$ cat src/rtl/div_pkg.sv
// div_pkg: shared widths and FSM encoding for the restoring divider
//   DW_DEF : dividend/quotient width, VW_DEF : divisor/remainder width
//   CW_DEF : iteration counter width, S_* : FSM state codes
package div_pkg;
   localparam int DW_DEF = 16;
   localparam int VW_DEF = 8;
   localparam int CW_DEF = $clog2(DW_DEF);
   localparam logic [1:0] S_IDLE = 2'd0;
   localparam logic [1:0] S_RUN  = 2'd1;
   localparam logic [1:0] S_DONE = 2'd2;
endpackage

$ cat src/rtl/div_step.sv
// div_step: one restoring-division step (shift in a dividend bit, trial subtract)
//   p     : partial remainder (VW+1 bits, always < v so its MSB is 0)
//   din   : next dividend bit, entering at the LSB
//   v     : divisor
//   p_nxt : updated partial remainder, qb : quotient bit
module div_step #(
   parameter int VW = 8
) (
   input  logic [VW:0]   p,
   input  logic          din,
   input  logic [VW-1:0] v,
   output logic [VW:0]   p_nxt,
   output logic          qb
);
   // The full P is shifted so every bit is used; its MSB is always 0, so the
   // truncation back to VW+1 bits is exact.
   logic [VW+1:0] t;
   always_comb begin
      t     = {p, din};
      qb    = t >= (VW+2)'(v);
      p_nxt = (VW+1)'(qb ? t - (VW+2)'(v) : t);
   end
endmodule

$ cat src/rtl/restoring_div_16by8.sv
// restoring_div_16by8: sequential restoring divider, one quotient bit per clock
//   clk, rst_n      : clock, asynchronous active-low reset
//   start           : request, accepted when not busy
//   dividend/divisor: operands, captured when start is accepted
//   busy, done      : iterating / one-cycle completion pulse
//   Q, R, dbz       : quotient, remainder, divide-by-zero (held until next completion)
module restoring_div_16by8
   import div_pkg::*;
#(
   parameter int DW = DW_DEF,
   parameter int VW = VW_DEF
) (
   input  logic          clk,
   input  logic          rst_n,
   input  logic          start,
   input  logic [DW-1:0] dividend,
   input  logic [VW-1:0] divisor,
   output logic          busy,
   output logic          done,
   output logic [DW-1:0] Q,
   output logic [VW-1:0] R,
   output logic          dbz
);
   localparam int CW = $clog2(DW);
   logic [1:0]    state;
   logic [DW-1:0] d;
   logic [VW-1:0] v;
   logic [VW:0]   p, p_nxt;
   logic [CW-1:0] cnt;
   logic          qb;
   div_step #(.VW(VW)) u_step (.p(p), .din(d[DW-1]), .v(v), .p_nxt(p_nxt), .qb(qb));
   assign busy = state == S_RUN;
   assign done = state == S_DONE;
   always_ff @(posedge clk or negedge rst_n) begin
      if (!rst_n) begin
         state <= S_IDLE;
         d     <= '0;
         v     <= '0;
         p     <= '0;
         cnt   <= '0;
         Q     <= '0;
         R     <= '0;
         dbz   <= 1'b0;
      end else if (state != S_RUN && start) begin
         if (divisor == '0) begin
            state <= S_DONE;
            Q     <= '1;
            R     <= dividend[VW-1:0];
            dbz   <= 1'b1;
         end else begin
            state <= S_RUN;
            d     <= dividend;
            v     <= divisor;
            p     <= '0;
            cnt   <= '0;
         end
      end else if (state == S_RUN) begin
         d   <= {d[DW-2:0], qb};
         p   <= p_nxt;
         cnt <= cnt + 1'b1;
         if (cnt == CW'(DW-1)) begin
            state <= S_DONE;
            Q     <= {d[DW-2:0], qb};
            R     <= p_nxt[VW-1:0];
            dbz   <= 1'b0;
         end
      end else begin
         state <= S_IDLE;
      end
   end
endmodule

$ cat config.mk
export PLATFORM = sky130hd
export DESIGN_NAME = restoring_div_16by8
export DESIGN_NICKNAME = d
export VERILOG_FILES = /design/src/rtl/div_pkg.sv /design/src/rtl/div_step.sv /design/src/rtl/restoring_div_16by8.sv
export SDC_FILE = /design/constraint.sdc
export NUM_CORES = 1
export LEC_CHECK = 0
export CORE_UTILIZATION = 42
export DETAILED_ROUTE_END_ITERATION = 8
export PLACE_DENSITY = 0.76
export REMOVE_ABC_BUFFERS = 1
export SYNTH_ARGS = -nofsm -noshare
export SYNTH_HDL_FRONTEND = slang
export SYNTH_SLANG_ARGS = --single-unit
$ cat constraint.sdc
create_clock -name clk -period 5.7 [get_ports clk]
set_input_delay 1.14 -clock clk [delete_from_list [all_inputs] [get_ports clk]]
set_output_delay 1.14 -clock clk [all_outputs]
set_load 0.05 [all_outputs]
# ---- Word-level counts from Yosys, hierarchy flattened
# Cells that the tools add are included.
dict set report word_totals {
  wordCells 52
  ff_bits 64
  inputBits 27
}
dict set report op_classes {
  n_bitwise 1
  reduce_logical 7
  n_addsub 2
  magnitude_cmp 1
  muxes 26
  n_eq_ne 7
}
# op n
set ops {}
lappend ops {{$mux 16} 7}
lappend ops {{$mux 9} 4}
lappend ops {{$mux 8} 4}
lappend ops {{$mux 4} 3}
lappend ops {{$ge 10x8->1} 1}
lappend ops {{$sub 9x8->9} 1}
lappend ops {{$logic_not 8->1} 1}
lappend ops {{$mux 2} 4}
lappend ops {{$add 4x1->4 const B} 1}
lappend ops {{$eq 4x4->1 const B} 1}
lappend ops {{$mux 1} 4}
lappend ops {{$ne 2x1->1 const B} 2}
lappend ops {{$reduce_and 2->1} 2}
lappend ops {{$reduce_bool 2->1} 2}
lappend ops {{$ne 3x1->1 const B} 1}
lappend ops {{$reduce_and 3->1} 1}
lappend ops {{$eq 2x1->1 const B} 1}
lappend ops {{$eq 2x2->1 const B} 1}
lappend ops {{$ne 2x2->1 const B} 1}
lappend ops {{$logic_and 1x1->1} 1}
lappend ops {{$not 1->1} 1}

# ---- Depth between registers and ports, before layout
# Gate-level depths: netlist (run 1).
dict set report depth {
  word_depth 5
  mapped_depth 10
  mapped_depth_nobuf 9
}

# ---- Cells and area by module
# From an unflattened synthesis (run 1), not the netlist that was laid out.
dict set report unflattened {
  cells_unflattened 320
  hier_area_um2 3200.6
}
# mod n_inst cells_each seq_area_each_um2 area_per_inst_um2
set modules_own_cells {}
lappend modules_own_cells {restoring_div_16by8 1 245 1601.5 2677.6}
lappend modules_own_cells {div_step 1 75 0.0 523.0}

# ---- Worst setup path before layout (run 1)
# No wires, ideal clock.
dict set report synth_timing {
  path_kind {input port to flip-flop}
  start {input port divisor[5]}
  end {register R[7]}
  setup_ns 0.073
  path_slack_ns 2.804
  path_stages 6
  path_buffers 1
  arrival_time_ns 2.823
  path_cell_list {or4_4 or4b_4 buf_6 nor3b_1 a211o_1 a21oi_2}
}
dict set report synth_via {
  elab_chain_len 3
}
# element line_no
set synth_lines {}
lappend synth_lines {{from (decl)} restoring_div_16by8.sv:17} ;# input logic [VW-1:0] divisor,
lappend synth_lines {{$logic_not 8->1} restoring_div_16by8.sv:45} ;# if (divisor == '0) begin
lappend synth_lines {{$ne 2x1->1 (no source line)} n/a}
lappend synth_lines {{$reduce_and 3->1 (no source line)} n/a}
lappend synth_lines {{to (signal assigned)} restoring_div_16by8.sv:48} ;# R <= dividend[VW-1:0];
lappend synth_lines {{to (signal assigned)} restoring_div_16by8.sv:64} ;# R <= p_nxt[VW-1:0];
lappend synth_lines {{to (decl)} restoring_div_16by8.sv:21} ;# output logic [VW-1:0] R,
# Every way passes these cells.
# A chain may end at the register's enable or synchronous reset.

# ---- Final worst setup path (run 1)
dict set report layout_timing {
  start {register state[0]}
  end {output port busy}
}
dict set report layout_via {
  elab_chain_len 1
}
# element line_no
set layout_lines {}
lappend layout_lines {{from (decl)} restoring_div_16by8.sv:25} ;# logic [1:0] state;
lappend layout_lines {{from (signal assigned)} restoring_div_16by8.sv:36} ;# state <= S_IDLE;
lappend layout_lines {{from (signal assigned)} restoring_div_16by8.sv:46} ;# state <= S_DONE;
lappend layout_lines {{from (signal assigned)} restoring_div_16by8.sv:51} ;# state <= S_RUN;
lappend layout_lines {{$eq 2x1->1} restoring_div_16by8.sv:32} ;# assign busy = state == S_RUN;
lappend layout_lines {{to (decl)} restoring_div_16by8.sv:18} ;# output logic busy,
# Every way passes these cells.

==> impl_metrics.env, run 1 <==
export IMPL_synth_area_top_cells="dfrtp_1 (50%), mux2i_1 (5.9%), o21ai_0 (5.9%)"
export IMPL_synth_top_family_by_area="simple AND/OR/NAND/NOR gates"
export IMPL_synth_top_flop_cell="dfrtp_1"
export IMPL_clk_pin_slew_ns=0.07
export IMPL_seq_area_sq_um=1600
export IMPL_finalHoldViolations=0
export IMPL_post_drt_wl_per_cell_um=15.3
export IMPL_cp_cell_sequence="nand2b_1 -> clkinv_1 -> clkdlybuf4s50_1"
export IMPL_synth_largest_area_cell="dfrtp_1"
export IMPL_yosys_warnings=0
export IMPL_grt_remaining_overflow=0
export IMPL_first_global_vias=2563
export IMPL_maxSlewHeadroom_pct=21.6
export IMPL_dpl_hpwl_mm=5.11
export IMPL_die_x_um=89.4
export IMPL_yosys_cell_count_top_type="dfrtp_1"
export IMPL_path_delay_family="buffers and inverters"
export IMPL_slowest_stage="clkdlybuf4s50_1"
export IMPL_area_delta_synth_final_pct=24.0
export IMPL_clkSinkCount=64
export IMPL_slew_viol_final=0
export IMPL_fmax_mhz=279
export IMPL_htreeDepth=3
export IMPL_drtIter0Drc=181
export IMPL_ff2ff_setup_slack_ns=2.44
export IMPL_initial_core_util_pct=43.7
export IMPL_seq_area_frac_synth_pct=50.0
export IMPL_vias=2575
export IMPL_tightest_slew_ns=1.17
export IMPL_grt_max_degree=65
export IMPL_startpoint="state[0]$_DFFE_PN0P_"
export IMPL_placed_area_sq_um=3780
export IMPL_rows=31
export IMPL_hold_path_class="flip-flop to flip-flop"
export IMPL_cts_hold_fix_buffers=0
export IMPL_async_reset_ff_share_pct=100
export IMPL_muxShareOfSynthArea_pct=6.28
export IMPL_path_buf_inv=2
export IMPL_firstDrtPassIters=4
export IMPL_rsz0062_at_grt="no"
export IMPL_port_buffers=53
export IMPL_netlist_instances=336
export IMPL_wl_mm=7.40
export IMPL_multi_input_area_sq_um=1460
export IMPL_synthAdderAreaFrac_pct=4.14
export IMPL_cts_root_buf="clkbuf_8"
export IMPL_synth_edff_count=0
export IMPL_diodes=0
export IMPL_cts_tree="built"
export IMPL_fin_crit_ns=3.58
export IMPL_n_fill_cell=634
export IMPL_syn_area_per_cell_sq_um=9.54
export IMPL_status="completed"
export IMPL_clock_skew_ns=0.0106
export IMPL_maxCapViolations=0
export IMPL_core_area_sq_um=7330
export IMPL_cts_buffers=9
export IMPL_io_pin_count=54
export IMPL_cts_buffer_depth=2
export IMPL_detail_route_antenna_nets=0
export IMPL_yosys_top_cells_count="dfrtp_1 (64), nor2_1 (44), nand2_1 (42)"
export IMPL_synth_compound_area_share_pct=15.6
export IMPL_cp_arrival_ns=2.44
export IMPL_timing_final_crit_share_pct=62.8
export IMPL_critPathCaptureType="primary output"
export IMPL_crit_path_start_kind="flip-flop"
export IMPL_setup_viol=0
export IMPL_crit_fanout=18
export IMPL_leakage_nw=1.65
export IMPL_peakVddDrop_mv=0.277
export IMPL_synth_xor_xnor_area_share_pct=1.64
export IMPL_die_h_um=89.4
export IMPL_r2r_start="p[4]$_DFFE_PN0P_"
export IMPL_gp_congestion=0.915
export IMPL_nNetsFinal=418
export IMPL_setup_tns_final_ns=0
export IMPL_powerDensity_nw_per_um2=704
export IMPL_critPathKind="flip-flop to primary output"
export IMPL_drive_gt1_share_pct=7.51
export IMPL_synth_simple_area_share_pct=17.9
export IMPL_worstSkewPairLatency_ns=0.34
export IMPL_yosys_area_top_type_share_pct=50.0
export IMPL_antenna_found_initial=0
export IMPL_die_area_sq_um=7990
export IMPL_hold_start="dbz$_DFFE_PN0P_"
export IMPL_final_area_sq_um=3980
export IMPL_cts_resized=0
export IMPL_syn_area_sq_um=3210
export IMPL_max_stage_delay_ns=0.81
export IMPL_drc_errors=0
export IMPL_synth_cell_types=54
export IMPL_synth_seq_cells=64
export IMPL_cp_required_ns=4.56
export IMPL_postCtsSetupBuffers=0
export IMPL_vias_per_cell=5.31
export IMPL_grt_pass1_wl_mm=12.2
export IMPL_grt_usage_pct=20.3
## power breakdown
part | total, mW | internal [mW] | leakage [nW] | switching [mW]
Sequential | 0.827 | 0.680 | 0.769 | 0.147
Combinational | 1.58 | 0.595 | 0.780 | 0.990
Clock | 0.388 | 0.213 | 0.0993 | 0.175
Total | 2.80 | 1.49 | 1.65 | 1.31
## tightest hold or removal path: stages (launching register included)
cell and delay, ns:
dfrtp_1 0.34, nand2_1 0.05, nand2_1 0.06
## final timing paths
| kind | cells after the start | end |
|---|---|---|
| worst min-delay path | 2 | dbz$_DFFE_PN0P_ |
| worst max-delay path | 3 | busy |
| max in group asynchronous | 2 | p[4]$_DFFE_PN0P_ |
| worst min register to register | 2 | dbz$_DFFE_PN0P_ |
| worst max register to register | 6 | R[0]$_DFFE_PN0P_ |
| min in group asynchronous | 2 | cnt[2]$_DFFE_PN0P_ |
## sequential cells by signal (all words and copies together) (netlist names)
register / flops
cnt: 4
dbz: 1
d: 16
v: 8
p: 9
Q: 16
state: 2
R: 8
## logic make-up after synthesis
logic type | Yosys count
compound gates | 79
xor+xnor | 6
fa+ha+maj | 10
buf+inv | 33
flops | 64
mux | 20
simple gates | 124
## layer usage
layer  wire length, um  track usage (%)
met1              3440             26.4
met2              3470             33.4
met3               400             6.19
met4                83             4.76
met5                 0                0
## stage by stage
stage / hold slack, ns / utilization (%) / cells / worst slack [ns] / total power [mW]
final: 0.491 / 54.2 / 485 / 2.12 / 2.80
after detailed placement: 0.478 / 51.5 / 469 / 1.83 / 2.41
after CTS: 0.496 / 54.2 / 485 / 2.06 / 2.81
after global placement: 0.469 / 51.5 / 469 / 1.94 / 2.36
after global routing: 0.518 / 54.2 / 485 / 1.96 / 3.01
after floorplan: 0.450 / - / 314 / 2.11 / 1.95
## placed cells by master (no fill, tap or decap), types with 2 or more instances in the layout
cell	count
a211oi_1	3
a21oi_1	10
a221oi_1	4
a32oi_1	2
and2_1	2
buf_4	3
clkbuf_8	10
clkdlybuf4s50_1	52
clkinv_2	2
dfrtp_1	64
ha_1	9
inv_1	10
mux2i_1	19
nand2_1	42
nand2b_1	5
nand3_1	3
nand4_1	3
nor2_1	43
nor3_1	10
o21ai_0	38
o22a_1	8
or4_1	2
xor2_1	6
## cell type report
class,count,share of cell area (%)
Clock buffer,11,3.56
Multi-Input combinational cell,239,36.8
Clock inverter,5,1.42
Tap cell,99,3.12
Timing Repair Buffer,56,13.8
Sequential cell,64,40.3
Inverter,11,1.04
No activity file was read; power rests on OpenSTA's default activity.
==> run 2, diff against run 1 <==
==> constraint.sdc (replaced) <==
create_clock -name clk -period 3.3 [get_ports clk]
set_input_delay 0.66 -clock clk [delete_from_list [all_inputs] [get_ports clk]]
set_output_delay 0.66 -clock clk [all_outputs]
set_load 0.05 [all_outputs]
==> impl_metrics.env, run 2 (same netlist as run 1, synthesis figures left out) <==
export IMPL_status="completed"
export IMPL_detail_route_antenna_nets=0
export IMPL_cp_arrival_ns=2.89
export IMPL_grt_remaining_overflow=0
export IMPL_crit_path_start_kind="flip-flop"
export IMPL_p_total_mw=4.87
export IMPL_diodes=0
export IMPL_timing_final_crit_share_pct=82.1
export IMPL_core_area_sq_um=7330
export IMPL_first_global_vias=2565
export IMPL_drc_errors=0
export IMPL_cp_required_ns=3.48
export IMPL_setup_viol=0
export IMPL_initial_core_util_pct=43.7
export IMPL_dp_cells=473
export IMPL_die_h_um=89.4
export IMPL_cts_buffers=9
export IMPL_final_cells=487
export IMPL_fmax_mhz=369
export IMPL_cts_root_buf="clkbuf_8"
export IMPL_io_pin_count=54
export IMPL_cts_buffer_depth=2
export IMPL_power_share_combinational_pct=56.9
export IMPL_vias=2594
export IMPL_clkSinkCount=64
export IMPL_antenna_found_initial=0
export IMPL_nNetsFinal=422
export IMPL_maxSlewHeadroom_pct=52.4
export IMPL_max_stage_delay_ns=0.45
export IMPL_worstSkewPairLatency_ns=0.34
export IMPL_swShare_pct=46.0
export IMPL_grt_pass1_wl_mm=11.9
export IMPL_cp_cell_sequence="ha_1 -> a211oi_1 -> o21ai_0 -> nor3_2 -> buf_4 -> mux2i_1 -> a221oi_1"
export IMPL_finalHoldViolations=0
export IMPL_drtIter0Drc=246
export IMPL_final_cell_mix="dfrtp_1 (64), clkdlybuf4s50_1 (52), nor2_1 (43)"
export IMPL_die_area_sq_um=7990
export IMPL_gp_congestion=0.826
export IMPL_tightest_slew_ns=0.714
export IMPL_firstDrtPassIters=4
export IMPL_postCtsSetupBuffers=0
export IMPL_peakVddDrop_mv=0.540
export IMPL_rsz0062_at_grt="no"
export IMPL_htreeDepth=3
export IMPL_setup_ws_ns=0.589
export IMPL_die_x_um=89.4
export IMPL_clock_skew_ns=0.0111
export IMPL_vias_per_cell=5.33
export IMPL_drive_gt1_share_pct=8.25
export IMPL_maxCapViolations=0
export IMPL_top_regs="Q: 16 flops, d: 16 flops, p: 9 flops"
export IMPL_dpl_hpwl_mm=5.10
export IMPL_slew_viol_final=0
export IMPL_seq_area_sq_um=1600
export IMPL_multi_input_area_sq_um=1460
export IMPL_critPathKind="flip-flop to flip-flop"
export IMPL_leakage_nw=1.67
export IMPL_slowest_stage="nor3_2"
export IMPL_powerDensity_nw_per_um2=1210
export IMPL_seq_power_share_pct=29.4
export IMPL_startpoint="p[4]$_DFFE_PN0P_"
export IMPL_cts_hold_fix_buffers=0
export IMPL_port_buffers=53
export IMPL_final_util_pct=54.9
export IMPL_cts_tree="built"
export IMPL_wl_mm=7.27
export IMPL_post_place_ws_ns=0.321
export IMPL_n_fill_cell=653
export IMPL_grt_usage_pct=20.1
export IMPL_fin_crit_ns=2.71
export IMPL_rows=31
export IMPL_p_int_mw=2.63
export IMPL_grt_max_degree=43
export IMPL_hold_path_class="input pin to async pin"
export IMPL_layout_commonest_cell="dfrtp_1"
export IMPL_post_drt_wl_per_cell_um=14.9
export IMPL_critPathCaptureType="flip-flop"
export IMPL_clk_pin_slew_ns=0.07
export IMPL_power_frac_clock_pct=13.7
export IMPL_setup_tns_final_ns=0
export IMPL_area_delta_synth_final_pct=25.6
export IMPL_cts_resized=0
export IMPL_switching_power_mw=2.24
export IMPL_crit_fanout=13
export IMPL_r2r_start="p[4]$_DFFE_PN0P_"
## run 2: cell types whose count changed in the layout (fill, tap and decap cells not counted), sizes merged
cell    delta
buf        +4
clkinv     -2
## run 2: layer usage
metal  vias to the layer above  GRT usage [%]  part of all wire, %  wire [um]
li1                       1268              -                    -          -
met1                      1248           24.4                   45       3280
met2                        70           34.1                   48       3490
met3                         8           6.37                  6.1        445
met4                         0           6.20                 0.81         59
met5                         -              0                    0          0
## run 2: power groups by stage
stage               combinational (mW)  sequential [mW]  clock [mW]
finish                            2.77             1.43       0.669
global route                      3.05             1.47       0.712
CTS                               2.78             1.43       0.682
detailed placement                2.77             1.44           0
global placement                  2.71             1.43           0
floorplan                         1.49             1.87           0
## run 2: layout make-up
type | instances | area share, %
clock buffer | 11 | 3.76
clock inverter | 3 | 1.06
inverter | 11 | 1.03
multi-input combinational | 239 | 36.3
sequential | 64 | 39.8
tap | 99 | 3.08
timing repair buffer | 60 | 15.0
## run 2: worst paths after layout
check / to / slack [ns] / cells past startpoint
max: R[3]$_DFFE_PN0P_ / 0.59 / 7
min: cnt[3]$_DFFE_PN0P_ / 0.37 / 1
max reg2reg: R[3]$_DFFE_PN0P_ / 0.59 / 7
min reg2reg: Q[13]$_DFFE_PN0P_ / 0.49 / 1
max in group asynchronous: d[4]$_DFFE_PN0P_ / 2.23 / 2
min in group clk: Q[13]$_DFFE_PN0P_ / 0.49 / 1
## run 2: worst max-delay path, delay by kind of cell, from the launching register on
family	cells	cell delay (ns)
multiplexers	1	0.26
AND/OR/NAND/NOR	1	0.45
adder cells (fa/ha/maj)	1	0.44
buffers and inverters	1	0.28
AO/OA/AOI/OAI	3	0.69
flip-flops	1	0.43
## run 2: stage by stage
stage          hold slack (ns)  area (sq um)
2_1_floorplan            0.364          3100
3_3_place_gp             0.468          3830
3_5_place_dp             0.479          3830
4_1_cts                  0.392          4030
5_1_grt                  0.427          4030
6_report                 0.368          4030
